===== config.mk =====
export PLATFORM = sky130hd
export DESIGN_NAME = dru_load_ctrl_flat
export DESIGN_NICKNAME = d
export VERILOG_FILES = /design/src/rtl/dru_pkg.sv /design/src/rtl/dru_load_ctrl_if.sv /design/src/rtl/dru_timeout_ctr.sv /design/src/rtl/dru_load_ctrl.sv /design/src/flat_wrapper.sv
export SDC_FILE = /design/constraint.sdc
export NUM_CORES = 1
export LEC_CHECK = 0
export ABC_CLOCK_PERIOD_IN_PS = 11960
export BUFFER_PORTS_ARGS = -buffer_cell sky130_fd_sc_hd__buf_2
export CORE_MARGIN = 1.5
export CORE_UTILIZATION = 45
export CTS_BUF_LIST = sky130_fd_sc_hd__clkbuf_4 sky130_fd_sc_hd__clkbuf_8 sky130_fd_sc_hd__clkbuf_16
export CTS_CLUSTER_SIZE = 8
export DETAILED_ROUTE_END_ITERATION = 12
export GPL_ROUTABILITY_DRIVEN = 0
export PLACE_DENSITY = 0.76
export SLEW_MARGIN = 30
export SYNTH_ARGS = -nofsm -noshare
export SYNTH_HDL_FRONTEND = slang
export SYNTH_SLANG_ARGS = --single-unit

===== constraint.sdc =====
create_clock -name sys_clk -period 11.96 [get_ports sys_clk]
set_clock_uncertainty 0.2 [all_clocks]
set_input_delay 1.794 -clock sys_clk [delete_from_list [all_inputs] [get_ports sys_clk]]
set_output_delay 1.794 -clock sys_clk [all_outputs]
set_load 0.005 [all_outputs]

===== src/rtl/dru_pkg.sv =====
// Shared encodings for the DRU load controller: command opcodes and FSM state encoding.
package dru_pkg;

    typedef logic [1:0] dru_op_t;

    localparam dru_op_t DRU_OP_CLR    = 2'b00;
    localparam dru_op_t DRU_OP_LD_MEM = 2'b01;
    localparam dru_op_t DRU_OP_LD_FB1 = 2'b10;
    localparam dru_op_t DRU_OP_LD_FB2 = 2'b11;

    typedef enum logic [2:0] {
        ST_IDLE    = 3'd0,
        ST_CLR     = 3'd1,
        ST_REQ_UP  = 3'd2,
        ST_RSP_UP  = 3'd3,
        ST_REQ_LO  = 3'd4,
        ST_RSP_LO  = 3'd5,
        ST_FB_WAIT = 3'd6,
        ST_DONE    = 3'd7
    } dru_state_e;

endpackage


===== src/rtl/dru_load_ctrl_if.sv =====
// Signal bundle between the DRU load controller (master) and its command source,
// memory port, frame buffer and DRU (slave side).
interface dru_load_ctrl_if #(
    parameter int ADDR_W = 32
);
    import dru_pkg::*;

    logic              cmd_valid;
    logic              cmd_ready;
    dru_op_t           cmd_op;
    logic [ADDR_W-1:0] cmd_addr;
    logic              mem_req;
    logic [ADDR_W-1:0] mem_addr;
    logic              mem_gnt;
    logic              mem_rvalid;
    logic              fb_valid;
    logic              clear_data_regs;
    logic              up_reg32_enable;
    logic              lo_reg32_enable;
    logic              reg64_enable1;
    logic              reg64_enable2;
    logic              done;
    logic              err;

    modport master (
        input  cmd_valid, cmd_op, cmd_addr, mem_gnt, mem_rvalid, fb_valid,
        output cmd_ready, mem_req, mem_addr, clear_data_regs,
               up_reg32_enable, lo_reg32_enable, reg64_enable1, reg64_enable2,
               done, err
    );

    modport slave (
        output cmd_valid, cmd_op, cmd_addr, mem_gnt, mem_rvalid, fb_valid,
        input  cmd_ready, mem_req, mem_addr, clear_data_regs,
               up_reg32_enable, lo_reg32_enable, reg64_enable1, reg64_enable2,
               done, err
    );

endinterface


===== src/rtl/dru_timeout_ctr.sv =====
// Wait-state watchdog: cleared by load, counts while enabled, flags expire on the
// LIMIT-th counted cycle. Used only when DRU_CTRL_TIMEOUT_EN is defined.
module dru_timeout_ctr #(
    parameter int LIMIT = 255
) (
    input  logic clk,
    input  logic rst,
    input  logic load,
    input  logic en,
    output logic expire
);

    localparam int            CW   = $clog2(LIMIT + 1);
    localparam logic [CW-1:0] LAST = CW'(LIMIT - 1);

    logic [CW-1:0] cnt;

    always_ff @(posedge clk) begin
        if (rst || load) begin
            cnt <= '0;
        end else if (en && (cnt != LAST)) begin
            cnt <= cnt + CW'(1);
        end
    end

    assign expire = (cnt == LAST);

endmodule


===== src/rtl/dru_load_ctrl.sv =====
// Command sequencer for the DRU: memory two-word load, frame-buffer 64-bit load and clear.
// Optional wait-state watchdog enabled by defining DRU_CTRL_TIMEOUT_EN.
module dru_load_ctrl
    import dru_pkg::*;
#(
    parameter int ADDR_W      = 32,
    parameter int TIMEOUT_CYC = 255
) (
    input logic              sys_clk,
    input logic              sys_rst,
    dru_load_ctrl_if.master  bus
);

    dru_state_e        state;
    logic [ADDR_W-1:0] addr;
    logic              fb_sel2;
    logic              cmd_ready_r;
    logic              mem_req_r;
    logic [ADDR_W-1:0] mem_addr_r;
    logic              clear_r;
    logic              done_r;
    logic              progress;
    logic              timeout;

    always_comb begin
        progress = 1'b0;
        case (state)
            ST_REQ_UP, ST_REQ_LO: progress = bus.mem_gnt;
            ST_RSP_UP, ST_RSP_LO: progress = bus.mem_rvalid;
            ST_FB_WAIT:           progress = bus.fb_valid;
            default:              progress = 1'b0;
        endcase
    end

`ifdef DRU_CTRL_TIMEOUT_EN
    logic waiting;
    logic stay;
    logic expire;
    logic err_r;

    assign waiting = (state == ST_REQ_UP) || (state == ST_RSP_UP) || (state == ST_REQ_LO) ||
                     (state == ST_RSP_LO) || (state == ST_FB_WAIT);
    // Any state change (or idle) reloads the counter, so each wait state gets a fresh budget.
    assign stay    = waiting && !progress;

    dru_timeout_ctr #(.LIMIT(TIMEOUT_CYC)) u_timeout (
        .clk    (sys_clk),
        .rst    (sys_rst),
        .load   (!stay),
        .en     (stay),
        .expire (expire)
    );

    assign timeout = stay && expire;
    assign bus.err = err_r;
`else
    assign timeout = 1'b0;
    assign bus.err = 1'b0;
`endif

    always_ff @(posedge sys_clk) begin
        if (sys_rst) begin
            state       <= ST_IDLE;
            cmd_ready_r <= 1'b1;
            mem_req_r   <= 1'b0;
            mem_addr_r  <= '0;
            clear_r     <= 1'b0;
            done_r      <= 1'b0;
`ifdef DRU_CTRL_TIMEOUT_EN
            err_r       <= 1'b0;
`endif
        end else begin
            clear_r <= 1'b0;
            done_r  <= 1'b0;
`ifdef DRU_CTRL_TIMEOUT_EN
            err_r   <= timeout;
`endif
            if (timeout) begin
                state     <= ST_DONE;
                mem_req_r <= 1'b0;
                done_r    <= 1'b1;
            end else begin
                case (state)
                    ST_IDLE: begin
                        if (bus.cmd_valid) begin
                            cmd_ready_r <= 1'b0;
                            case (bus.cmd_op)
                                DRU_OP_CLR: begin
                                    state   <= ST_CLR;
                                    clear_r <= 1'b1;
                                end
                                DRU_OP_LD_MEM: begin
                                    state      <= ST_REQ_UP;
                                    addr       <= bus.cmd_addr;
                                    mem_req_r  <= 1'b1;
                                    mem_addr_r <= bus.cmd_addr;
                                end
                                default: begin
                                    state   <= ST_FB_WAIT;
                                    fb_sel2 <= (bus.cmd_op == DRU_OP_LD_FB2);
                                end
                            endcase
                        end
                    end
                    ST_CLR: begin
                        state  <= ST_DONE;
                        done_r <= 1'b1;
                    end
                    ST_REQ_UP: begin
                        if (bus.mem_gnt) begin
                            state     <= ST_RSP_UP;
                            mem_req_r <= 1'b0;
                        end
                    end
                    ST_RSP_UP: begin
                        if (bus.mem_rvalid) begin
                            state      <= ST_REQ_LO;
                            mem_req_r  <= 1'b1;
                            mem_addr_r <= addr + ADDR_W'(1);
                        end
                    end
                    ST_REQ_LO: begin
                        if (bus.mem_gnt) begin
                            state     <= ST_RSP_LO;
                            mem_req_r <= 1'b0;
                        end
                    end
                    ST_RSP_LO, ST_FB_WAIT: begin
                        if (progress) begin
                            state  <= ST_DONE;
                            done_r <= 1'b1;
                        end
                    end
                    default: begin
                        state       <= ST_IDLE;
                        cmd_ready_r <= 1'b1;
                    end
                endcase
            end
        end
    end

    // Enables are decoded from the state so the DRU sees at most one control per cycle.
    assign bus.up_reg32_enable = (state == ST_RSP_UP) && bus.mem_rvalid;
    assign bus.lo_reg32_enable = (state == ST_RSP_LO) && bus.mem_rvalid;
    assign bus.reg64_enable1   = (state == ST_FB_WAIT) && bus.fb_valid && !fb_sel2;
    assign bus.reg64_enable2   = (state == ST_FB_WAIT) && bus.fb_valid &&  fb_sel2;

    assign bus.cmd_ready       = cmd_ready_r;
    assign bus.mem_req         = mem_req_r;
    assign bus.mem_addr        = mem_addr_r;
    assign bus.clear_data_regs = clear_r;
    assign bus.done            = done_r;

endmodule

===== src/flat_wrapper.sv =====
// flat-port wrapper written by rule: the top's interface ports become plain ports
module dru_load_ctrl_flat import dru_pkg::*;
#(
    parameter int ADDR_W      = 32,
    parameter int TIMEOUT_CYC = 255
)
  (sys_clk, sys_rst, bus_cmd_valid, bus_cmd_op, bus_cmd_addr, bus_mem_gnt, bus_mem_rvalid, bus_fb_valid, bus_cmd_ready, bus_mem_req, bus_mem_addr, bus_clear_data_regs, bus_up_reg32_enable, bus_lo_reg32_enable, bus_reg64_enable1, bus_reg64_enable2, bus_done, bus_err);
  dru_load_ctrl_if #(.ADDR_W(ADDR_W)) bus_i ();
  input logic sys_clk;
  input logic sys_rst;
  input wire logic [$bits(bus_i.cmd_valid)-1:0] bus_cmd_valid;
  input wire logic [$bits(bus_i.cmd_op)-1:0] bus_cmd_op;
  input wire logic [$bits(bus_i.cmd_addr)-1:0] bus_cmd_addr;
  input wire logic [$bits(bus_i.mem_gnt)-1:0] bus_mem_gnt;
  input wire logic [$bits(bus_i.mem_rvalid)-1:0] bus_mem_rvalid;
  input wire logic [$bits(bus_i.fb_valid)-1:0] bus_fb_valid;
  output wire logic [$bits(bus_i.cmd_ready)-1:0] bus_cmd_ready;
  output wire logic [$bits(bus_i.mem_req)-1:0] bus_mem_req;
  output wire logic [$bits(bus_i.mem_addr)-1:0] bus_mem_addr;
  output wire logic [$bits(bus_i.clear_data_regs)-1:0] bus_clear_data_regs;
  output wire logic [$bits(bus_i.up_reg32_enable)-1:0] bus_up_reg32_enable;
  output wire logic [$bits(bus_i.lo_reg32_enable)-1:0] bus_lo_reg32_enable;
  output wire logic [$bits(bus_i.reg64_enable1)-1:0] bus_reg64_enable1;
  output wire logic [$bits(bus_i.reg64_enable2)-1:0] bus_reg64_enable2;
  output wire logic [$bits(bus_i.done)-1:0] bus_done;
  output wire logic [$bits(bus_i.err)-1:0] bus_err;
  assign bus_i.cmd_valid = bus_cmd_valid;
  assign bus_i.cmd_op = bus_cmd_op;
  assign bus_i.cmd_addr = bus_cmd_addr;
  assign bus_i.mem_gnt = bus_mem_gnt;
  assign bus_i.mem_rvalid = bus_mem_rvalid;
  assign bus_i.fb_valid = bus_fb_valid;
  assign bus_cmd_ready = bus_i.cmd_ready;
  assign bus_mem_req = bus_i.mem_req;
  assign bus_mem_addr = bus_i.mem_addr;
  assign bus_clear_data_regs = bus_i.clear_data_regs;
  assign bus_up_reg32_enable = bus_i.up_reg32_enable;
  assign bus_lo_reg32_enable = bus_i.lo_reg32_enable;
  assign bus_reg64_enable1 = bus_i.reg64_enable1;
  assign bus_reg64_enable2 = bus_i.reg64_enable2;
  assign bus_done = bus_i.done;
  assign bus_err = bus_i.err;
  dru_load_ctrl #(.ADDR_W(ADDR_W), .TIMEOUT_CYC(TIMEOUT_CYC)) u_core (.sys_clk(sys_clk), .sys_rst(sys_rst), .bus(bus_i));
endmodule

==> summary.md <==
| Metric | Value |
|---|---|
| Synth Instances | `slightly below 400` |
| Top cells by count, synth | `dfxtp_1, edfxtp_1, nand3_1` |
| Slew Limit Fails | `0` |
| Number of synthesized flops with an enable pin | `33` |
| Reg area | `around 1800 um2` |
| Count of different cell masters after synthesis | `between 50 and 60` |
| LEAKAGE | `~1.6 nW` |
| Clock Path Buffers | `2` |
| Worst-Skew Late Latency | `approximately 0.36 ns` |
| Die height | `about 94 um` |
| H-tree depth | `3` |
| Synth top area share | `between 20% and 30%` |
| Fin Setup TNS | `0 ns` |
| Total vias in the final route | `between 3000 and 4000` |
| Max Cap Viol | `0` |
| # fillers | `approximately 720` |
| Post-DRT Antenna Nets | `0` |
| Hold Path Depth | `2` |
| Routed WL per cell | `between 15 and 20 um` |
| WL final | `a little under 10000 um` |
| RSZ-0062 raised after global routing | `false` |
| Drt drc | `0` |
| Status | `completed` |
| Largest net degree at the start of global routing | `53` |
| Worst setup SP type | `primary input` |
| Layout cell share with drive strength beyond 1 | `23.9%` |
| Initial Utilization | `47.1%` |
| I/O pins | `roughly 80` |
| Via density per instance | `between 6 and 7` |
| CTS Sinks | `72` |
| Top-count cell post-synth | `dfxtp_1` |
| Grt ovf | `0` |
| Post-Syn Area per Cell | `approximately 9.4 um2` |
| Hold Vio Cnt, Final | `0` |
| Synth area leaders | `edfxtp_1, dfxtp_1, nand3_1` |
| Die area | `8760 um2` |
| Critical Path RT | `approximately 10 ns` |
| Crit path DAT | `2.93 ns` |
| Die Wd | `approximately 94 um` |
| Seq/Total Area, Yosys | `~48%` |
| Fin crit share | `between 40% and 50%` |
| CP Class | `in -> out` |
| CP endpoint kind | `output pin` |
| Hold Crit Class | `reg -> reg` |
| First-pass GRT wire length | `roughly 16000 um` |
| Vias in the first global route | `~3200` |
| Maximum VDD drop | `70.4 uV` |
| Power per standard cell area | `roughly 130 nW/um2` |
| Initial antenna violation count | `0` |
| Area of the core | `between 7000 and 8000 um2` |
| # Post-CTS Setup Buffers | `0` |
| Hold Slack | `between 0.2 and 0.3 ns` |
| CTS tree | `yes` |
| Syn-to-layout area delta | `17.9%` |
| Nets | `about 500` |
| Max frequency | `roughly 0.2 GHz` |
| Root Driver | `clkbuf_8` |
| Register bit total from synthesis | `between 70 and 80` |
| Slew margin rel. | `roughly 37%` |
| Hpwl dp | `6500 um` |
| Mapped cell area | `roughly 3700 um2` |
| Final setup fails | `0` |
| Post_cts resized | `0` |
| Tmin final | `between 4 and 5 ns` |
| CP Max Fanout | `28` |
| Syn Nets | `around 430` |
| DR pass1 iterations | `7` |
| Ys async rst share | `0%` |
| Diodes inserted | `0` |
| Warnings, synthesis | `0` |
| Multi-input gate area | `around 1800 um2` |
| Largest area contributor in the netlist | `edfxtp_1` |
| Main flop type after synthesis | `dfxtp_1` |
| Row count | `32` |
| Port buffer count | `79` |
| Total GRT Usage | `23.3%` |
| Slew @ Worst Pin | `about 0.93 ns` |
| Register-to-Register Path Depth | `3` |
| TritonCTS buffer count | `9` |
| Initial DRC Count | `268` |
| Clock-pin slew on the worst setup and hold paths | `~0.08 ns` |
| Hold Buf Count CTS | `0` |
[worst paths after layout]
path                                              from                endpoint  slack [ns]
worst max-delay path                    bus_mem_rvalid     bus_up_reg32_enable        7.04
worst min-delay path            u_core.bus.mem_addr[7]  u_core.bus.mem_addr[7]        0.25
worst max register to register         u_core.state[0]          u_core.addr[0]        9.02
worst min register to register  u_core.bus.mem_addr[7]  u_core.bus.mem_addr[7]        0.25
[stage by stage]
stage | power, mW | utilization (%) | setup slack (ns) | instance area, um2 | std cells
global placement | 0.371 | 52.8 | 7.10 | 4140 | 547
finish | 0.581 | 55.5 | 7.04 | 4360 | 563
CTS | 0.583 | 55.5 | 7.08 | 4360 | 563
detailed placement | 0.373 | 52.8 | 7.08 | 4140 | 547
floorplan | 0.340 | - | 6.65 | 3690 | 393
global route | 0.603 | 55.5 | 6.96 | 4360 | 563
[cell usage in the layout (no fill, tap or decap), types with 6 or more instances in the layout]
cell type,count
buf_2,79
dfxtp_1,39
edfxtp_1,33
nand3_1,26
nor2_1,21
nand2_1,20
a21oi_1,20
and3_1,19
a31oi_1,17
nor3_1,15
o21ai_0,12
nand4_1,11
or3_1,10
or4_1,9
clkbuf_8,9
inv_1,8
o221ai_1,8
o31ai_1,6
buf_4,6
[layer usage]
metal  track usage (%)  wire [um]  vias up
li1                  -          -     1666
met1              32.0       4250     1626
met2              34.2       4500      179
met3              5.53        850       27
met4              11.8        258        0
met5                 0          0        -
[power by group]
group / switching, mW / internal, mW / leakage [nW]
clock: 0.0940 / 0.119 / 0.103
sequential: 0.0163 / 0.271 / 0.615
combinational: 0.0466 / 0.0345 / 0.907
[registers in the layout, indices dropped and copies added, names as in the netlist]
| name | cells |
|---|---|
| u_core.fb_sel2 | 1 |
| u_core.bus.mem_req | 1 |
| u_core.state | 3 |
| u_core.bus.cmd_ready | 1 |
| u_core.addr | 32 |
| u_core.bus.done | 1 |
| u_core.bus.clear_data_regs | 1 |
| u_core.bus.mem_addr | 32 |
[cell families after synthesis]
group,share of synthesized area [%]
compound gates,19.6
xor+xnor,1.66
fa+ha+maj,0.339
buf+inv,4.37
flops,48.0
mux,0.271
other cells,0.101
simple gates,25.7
[critical path, stage by stage]
cell      delay [ns]
buf_2           0.15
nand4b_1        0.11
buf_4           0.26
inv_1           0.41
buf_2           0.20
[area by class of cell]
class                           instances  share of cell area (%)
Sequential cell                        72                    40.7
Multi-Input combinational cell        280                    40.6
Timing Repair Buffer                   85                    10.1
Clock buffer                           10                    3.02
Tap cell                              102                    2.93
Clock inverter                          6                    1.92
Inverter                                8                   0.689
(Power assumes the default switching activity.)
